`config.mk`:
```
export PLATFORM = sky130hd
export DESIGN_NAME = menlo_i2s_receiver
export DESIGN_NICKNAME = d
export VERILOG_FILES = /design/src/rtl/menlo_i2s_receiver.sv
export SDC_FILE = /design/constraint.sdc
export NUM_CORES = 1
export LEC_CHECK = 0
export BUFFER_PORTS_ARGS = -buffer_cell sky130_fd_sc_hd__buf_2
export CAP_MARGIN = 10
export CORE_AREA = 5 5 102 104
export DETAILED_ROUTE_END_ITERATION = 8
export DIE_AREA = 0 0 107 109
export PLACE_DENSITY = 0.57
export RECOVER_POWER = 50
export SLEW_MARGIN = 20
export SYNTH_ARGS = -nofsm -noshare
export SYNTH_HDL_FRONTEND = slang
export SYNTH_SLANG_ARGS = --single-unit
```
`constraint.sdc`:
```
create_clock -name clk -period 2.5 [get_ports clk]
set_input_delay 0.75 -clock clk [delete_from_list [all_inputs] [get_ports clk]]
set_output_delay 0.75 -clock clk [all_outputs]
set_load 0.005 [all_outputs]
```
`src/rtl/menlo_i2s_receiver.sv`:
```
// I2S receiver: oversamples the asynchronous bit clock, frames left/right words
// on word-select transitions and presents completed L/R pairs with error tracking.
module menlo_i2s_receiver #(
    parameter int unsigned DATA_WIDTH  = 16,
    parameter int unsigned SYNC_STAGES = 2
) (
    input  logic                  clk,
    input  logic                  reset_n,
    input  logic                  i2s_sclk,
    input  logic                  i2s_lrclk,
    input  logic                  i2s_sdata,
    output logic [DATA_WIDTH-1:0] left_sample,
    output logic [DATA_WIDTH-1:0] right_sample,
    output logic                  sample_valid,
    output logic                  frame_error,
    output logic [7:0]            error_count
);

    localparam int unsigned CW = $clog2(DATA_WIDTH + 1);
    localparam logic [CW-1:0] CNT_FULL = CW'(DATA_WIDTH);
    localparam logic [CW-1:0] CNT_LAST = CW'(DATA_WIDTH - 1);
    localparam logic [CW-1:0] CNT_ONE  = CW'(1);

    typedef enum logic [1:0] {
        UNLOCKED,
        LEFT,
        RIGHT
    } state_e;

    logic [SYNC_STAGES-1:0] sclk_sync_q, lr_sync_q, sd_sync_q;
    logic                   sclk_s, lr_s, sd_s;
    logic                   sclk_prev_q;
    logic                   bit_evt, boundary;

    state_e                 state_q, state_d;
    logic [DATA_WIDTH-1:0]  shift_q, shift_d, shifted;
    logic [CW-1:0]          cnt_q, cnt_d;
    logic [DATA_WIDTH-1:0]  left_hold_q, left_hold_d;
    logic                   left_ok_q, left_ok_d;
    logic                   prev_lr_q, prev_lr_d;
    logic                   prev_valid_q, prev_valid_d;
    logic [DATA_WIDTH-1:0]  left_sample_q, left_sample_d;
    logic [DATA_WIDTH-1:0]  right_sample_q, right_sample_d;
    logic                   valid_q, valid_d;
    logic                   ferr_q, ferr_d;
    logic [7:0]             err_cnt_q, err_cnt_d;

    always_ff @(posedge clk or negedge reset_n) begin
        if (!reset_n) begin
            sclk_sync_q <= '0;
            lr_sync_q   <= '0;
            sd_sync_q   <= '0;
        end else begin
            sclk_sync_q[0] <= i2s_sclk;
            lr_sync_q[0]   <= i2s_lrclk;
            sd_sync_q[0]   <= i2s_sdata;
            for (int unsigned i = 1; i < SYNC_STAGES; i++) begin
                sclk_sync_q[i] <= sclk_sync_q[i-1];
                lr_sync_q[i]   <= lr_sync_q[i-1];
                sd_sync_q[i]   <= sd_sync_q[i-1];
            end
        end
    end

    assign sclk_s  = sclk_sync_q[SYNC_STAGES-1];
    assign lr_s    = lr_sync_q[SYNC_STAGES-1];
    assign sd_s    = sd_sync_q[SYNC_STAGES-1];
    assign bit_evt = sclk_s & ~sclk_prev_q;
    // The first bit event after reset only records word select, so a reset
    // released mid-word cannot be mistaken for a word boundary.
    assign boundary = bit_evt & prev_valid_q & (lr_s != prev_lr_q);
    assign shifted  = {shift_q[DATA_WIDTH-2:0], sd_s};

    always_comb begin
        state_d        = state_q;
        shift_d        = shift_q;
        cnt_d          = cnt_q;
        left_hold_d    = left_hold_q;
        left_ok_d      = left_ok_q;
        prev_lr_d      = prev_lr_q;
        prev_valid_d   = prev_valid_q;
        left_sample_d  = left_sample_q;
        right_sample_d = right_sample_q;
        valid_d        = 1'b0;
        ferr_d         = 1'b0;
        err_cnt_d      = err_cnt_q;

        if (bit_evt) begin
            prev_lr_d    = lr_s;
            prev_valid_d = 1'b1;
            if (boundary) begin
                if (state_q != UNLOCKED && cnt_q < CNT_FULL) begin
                    ferr_d    = 1'b1;
                    left_ok_d = 1'b0;
                    if (err_cnt_q != 8'hFF) begin
                        err_cnt_d = err_cnt_q + 8'd1;
                    end
                end
                state_d = lr_s ? RIGHT : LEFT;
                shift_d = shifted;
                cnt_d   = CNT_ONE;
            end else if (state_q != UNLOCKED && cnt_q < CNT_FULL) begin
                shift_d = shifted;
                cnt_d   = cnt_q + CNT_ONE;
                if (cnt_q == CNT_LAST) begin
                    if (state_q == LEFT) begin
                        left_hold_d = shifted;
                        left_ok_d   = 1'b1;
                    end else if (left_ok_q) begin
                        left_sample_d  = left_hold_q;
                        right_sample_d = shifted;
                        valid_d        = 1'b1;
                        left_ok_d      = 1'b0;
                    end
                end
            end
        end
    end

    always_ff @(posedge clk or negedge reset_n) begin
        if (!reset_n) begin
            sclk_prev_q    <= 1'b0;
            state_q        <= UNLOCKED;
            shift_q        <= '0;
            cnt_q          <= '0;
            left_hold_q    <= '0;
            left_ok_q      <= 1'b0;
            prev_lr_q      <= 1'b0;
            prev_valid_q   <= 1'b0;
            left_sample_q  <= '0;
            right_sample_q <= '0;
            valid_q        <= 1'b0;
            ferr_q         <= 1'b0;
            err_cnt_q      <= '0;
        end else begin
            sclk_prev_q    <= sclk_s;
            state_q        <= state_d;
            shift_q        <= shift_d;
            cnt_q          <= cnt_d;
            left_hold_q    <= left_hold_d;
            left_ok_q      <= left_ok_d;
            prev_lr_q      <= prev_lr_d;
            prev_valid_q   <= prev_valid_d;
            left_sample_q  <= left_sample_d;
            right_sample_q <= right_sample_d;
            valid_q        <= valid_d;
            ferr_q         <= ferr_d;
            err_cnt_q      <= err_cnt_d;
        end
    end

    assign left_sample  = left_sample_q;
    assign right_sample = right_sample_q;
    assign sample_valid = valid_q;
    assign frame_error  = ferr_q;
    assign error_count  = err_cnt_q;

endmodule
```
# Word level (Yosys, flattened, before mapping)
# Cells that the tools add are included.
# totals
register_bits	90
input_bits	5
output_inout_bits	42
# op_classes
bitwise_logic	6
addsub	2
muxes	19
n_eq_ne	4
n_reduce_logical	10
magnitude_cmp	1
# op_table
operator	count
$mux 15	2
$mux 1	14
$mux 5	2
$add 8x1->8 const B	1
$ne 8x8->1 const B	1
$reduce_and 6->1	1
$reduce_bool 2->1	3
$add 5x1->5 const B	1
$eq 5x4->1 const B	1
$lt 5x5->1 const B	1
$reduce_and 5->1	1
$reduce_and 2->1	2
$reduce_and 4->1	1
$and 1x1->1	3
$not 1->1	3
$reduce_and 3->1	1
$eq 2x1->1 const B	1
$mux 2	1
$logic_and 1x1->1	1
$ne 1x1->1	1

# Depth between registers and ports, before layout
# depth
ltp_word	6
depth_mapped	7

# Worst setup path before layout
# No wires, ideal clock.
# synth_timing
kind	register to register
start	register cnt_q[0]
end	register left_hold_q[10]
arrival_ns	1.641
n_path_buf	2
period_less_slack_ns	1.766
setup_ns	0.125
path_slack_ns	0.734
stages_incl_launch_ff	8
path_cell_list	dfrtp_1 > ha_1 > and3_1 > ha_1 > and4_1 > buf_6 > buf_6 > mux2_4
# synth_between
elab_chain_len	3
# synth_lines
element	line	source
from (decl)	37	logic [CW-1:0] cnt_q, cnt_d;
from (signal assigned)	139	cnt_q <= cnt_d;
$lt 5x5->1	102	end else if (state_q != UNLOCKED && cnt_q < CNT_FULL) begin
$logic_and 1x1->1	102	
$reduce_and 5->1 (no line) *	--	
to (signal assigned)	140	left_hold_q <= left_hold_d;
to (decl)	38	logic [DATA_WIDTH-1:0] left_hold_q, left_hold_d;
# Mark *: on every way between the ends. The rest lies on a longest branch, timed or not.
# A chain may end at the register's enable or synchronous reset.

# Worst setup path after layout
# layout_timing
start	register sclk_prev_q
end	register left_sample_q[0], in the netlist left_sample[0]
# layout_between
elab_chain_len	6
# layout_lines
element	line	source
from (decl)	32	logic sclk_prev_q;
from (signal assigned)	136	sclk_prev_q <= sclk_s;
$not 1->1 *	68	assign bit_evt = sclk_s & ~sclk_prev_q;
$and 1x1->1 *	68	
$and 1x1->1 (2 in a row)	71	assign boundary = bit_evt & prev_valid_q & (lr_s != prev_lr_q);
$not 1->1 (no line)	--	
$reduce_and 6->1 (no line) *	--	
to (signal assigned)	144	left_sample_q <= left_sample_d;
to (decl)	42	logic [DATA_WIDTH-1:0] left_sample_q, left_sample_d;
# Marked as above.

==> flow_summary.toml <==
[grt]
antenna_found_initial = 0
grt_max_degree = 52
gr-total-overflow = 0
grt_pass1_vias = 2035
grtUsageTotal_pct = 10.9
grt_pass1_wl_um = 10000

[cells_and_area]
syn_to_final_growth_pct = 14.8
n_antenna_cell = 0
drive_above_1_share_pct = 45.6
nets = 299
multi_input_area_um2 = 1320
nFillCells = 879
regArea_um2 = 2250
postLayoutCoreUtil_pct = 44.4
design_area_um2 = 4200

[placement]
dp_worst_setup_slack_ns = 0.585
hpwl_um = 3920
port-buffer-count = 46
dpl_cell_area_um2 = 4010
gp_congestion = 0.774

[job]
cap_violations = 0

[synthesis]
synthAdderAreaFrac_pct = 1.03
synth_area_per_cell_um2 = 15.4
synth_xor_area_share_pct = 1.92
synth_area_leaders = "dfrtp_1 (62%), mux2_4 (16%), mux2_2 (8.9%)"
synthMuxAreaShare_pct = 24.6
ys_warn_count = 0
async_reset_ff_share_pct = 100
ys_types = 28
synth_edf_count = 0
synth_common_cells = "dfrtp_1 (90), mux2_4 (38), mux2_2 (29), nand2_1 (12), nand3_1 (8)"
yosysSeqAreaShare_pct = 61.6
ys.flop_type = "dfrtp_1"
synth_top_family_by_area = "multiplexers"
syn-instance-count = 237
synth_simple_gate_area_share_pct = 6.54
netlist.area_leader.share_pct = 61.6
synth_compound_area_share_pct = 2.02
syn_area_um2 = 3650
ys_ff_latch = 90
syn-num-nets = 245
yosys.area.top_type = "dfrtp_1"
yosysMostFrequentCell = "dfrtp_1"

[floorplanning]
die_h_um = 109
dieArea_um2 = 11700
num_rows = 36
ios = 47
initial_core_util_pct = 38.6
coreArea_um2 = 9460
die_w_um = 107

[hold_path]
hold_depth = 0
whs_endpoint = "sclk_sync_q[1]$_DFF_PN0_"
hp-class = "register to register"
worstHoldStart = "sclk_sync_q[0]$_DFF_PN0_"

[setup_path]
worstPathMaxFanout = 33
path_cells = "nand2b_1 > nor2_1 > and4_2 > buf_12 > mux2_2"
crit_type = "register to register"
cp_slowest_cell = "dfrtp_1"
reg2reg_to = "left_sample[0]$_DFFE_PN0P_"
crit_family = "simple AND/OR/NAND/NOR gates"
cp-start-kind = "register"
r2r_start = "sclk_prev_q$_DFF_PN0_"
worst_ep_arrival_time_ns = 2.15
critPathMaxStageDelay_ns = 0.38
cp-end-kind = "register"
r2r_slack_ns = 0.57
worstRegToRegCells = 5
crit_buf_inv = 1
worstPathRequired_ns = 2.72

[clock_network]
cts_tree = "yes"
cts_max_path_buffers = 2
clk_latency_ns = 0.34
cts-resized-gates = 0
post_cts.repair.setup_buffers = 0
hold_buffers = 0
clkSinkCount = 90
clock-root-buffer = "clkbuf_8"
htreeDepth = 3
clkTransAtPathRegs_ns = 0.08
cts_buffers = 9

[timing]
slew_headroom_pct = 34.3
setup-tns-final_ns = 0
fin_crit_sh_pct = 77.3
max_freq_mhz = 518
worst_slack_ns = 0.569
fin_crit_ns = 1.93
fin_skew_ns = 0.0136
holdWs_ns = 0.355
worst_pin_slew_ns = 0.985
hold_violations = 0
final-setup-viol-count = 0
rsz0062_at_grt = "false"
drv_slew = 0

[power_and_ir_drop]
ir_drop_mv = 0.423
powerDensity_nw_per_um2 = 777
p_leak_nw = 2.09

[route]
ant_nets = 0
vias = 1946
drc = 0
postRouteWirelength_um = 5870
drt_first_iter_violations = 30
via_per_inst = 4.75
drt_first_pass_iters = 3
wire_per_inst_um = 14.3

[status]
outcome = "finished, final reports clean"
-- cells in the final DEF (no fill, tap or decap), types with 4 or more instances in the layout --
cell type	instances
o21ai_0	4
nor2_1	7
nand2_1	12
a21oi_1	4
mux2_4	38
xor2_1	5
dfrtp_1	90
clkbuf_8	9
nand3_1	8
mux2_2	29
nor3_1	4
buf_2	44
-- kinds of logic after synthesis --
| logic type | Yosys count |
|---|---|
| buf+inv | 10 |
| mux | 67 |
| compound gates | 12 |
| fa+ha+maj | 3 |
| xor+xnor | 8 |
| flops | 90 |
| simple gates | 47 |
-- layer usage --
layer  GRT usage (%)  part of all wire, %  up-vias
li1                -                    -      930
met1            14.4                   50      970
met2            16.8                   45       40
met3            4.50                  4.7        6
met4            2.74                 0.65        0
met5               0                    0        -
-- stage by stage --
stage / power [mW] / instances
2_1_floorplan: 2.14 / 237
3_3_place_gp: 2.31 / 394
3_5_place_dp: 2.32 / 394
4_1_cts: 3.32 / 410
5_1_grt: 3.46 / 410
6_report: 3.26 / 410
-- flip-flops by register name (all words and copies together) (netlist names), 5 cells and up --
register,count
left_hold_q,16
error_count,8
cnt_q,5
right_sample,16
shift_q,15
left_sample,16
-- where the power goes --
part | leakage [nW] | internal (mW) | switching [mW]
registers | 1.19 | 1.65 | 0.203
clock network | 0.0939 | 0.473 | 0.507
logic | 0.810 | 0.243 | 0.184
-- worst register-to-register path, delay by kind of cell, from the launching register on --
family                 cells  cell delay [ns]
AND/OR/NAND/NOR            3             0.82
flip-flops                 1             0.38
multiplexers               1             0.37
buffers and inverters      1             0.26
-- how the worst max path moves through the flow --
stage	startpoint	endpoint	cells past startpoint
4_1_cts	sclk_prev_q$_DFF_PN0_	left_sample[0]$_DFFE_PN0P_	5
5_1_grt	reset_n	sd_sync_q[1]$_DFF_PN0_	2
2_1_floorplan	cnt_q[0]$_DFFE_PN0P_	left_hold_q[10]$_DFFE_PN0P_	7
3_5_place_dp	sclk_prev_q$_DFF_PN0_	left_sample[0]$_DFFE_PN0P_	5
3_3_place_gp	cnt_q[0]$_DFFE_PN0P_	left_sample[0]$_DFFE_PN0P_	6
6_report	sclk_prev_q$_DFF_PN0_	left_sample[0]$_DFFE_PN0P_	5
-- final cells by class --
type                            count  area share, %
Sequential cell                    90           53.7
Multi-Input combinational cell    137           31.4
Timing Repair Buffer               50           6.47
Tap cell                          114           3.40
Clock buffer                       10           3.04
Clock inverter                      6           1.70
Inverter                            3          0.268
Note: power is estimated with default switching activity, not from simulation.
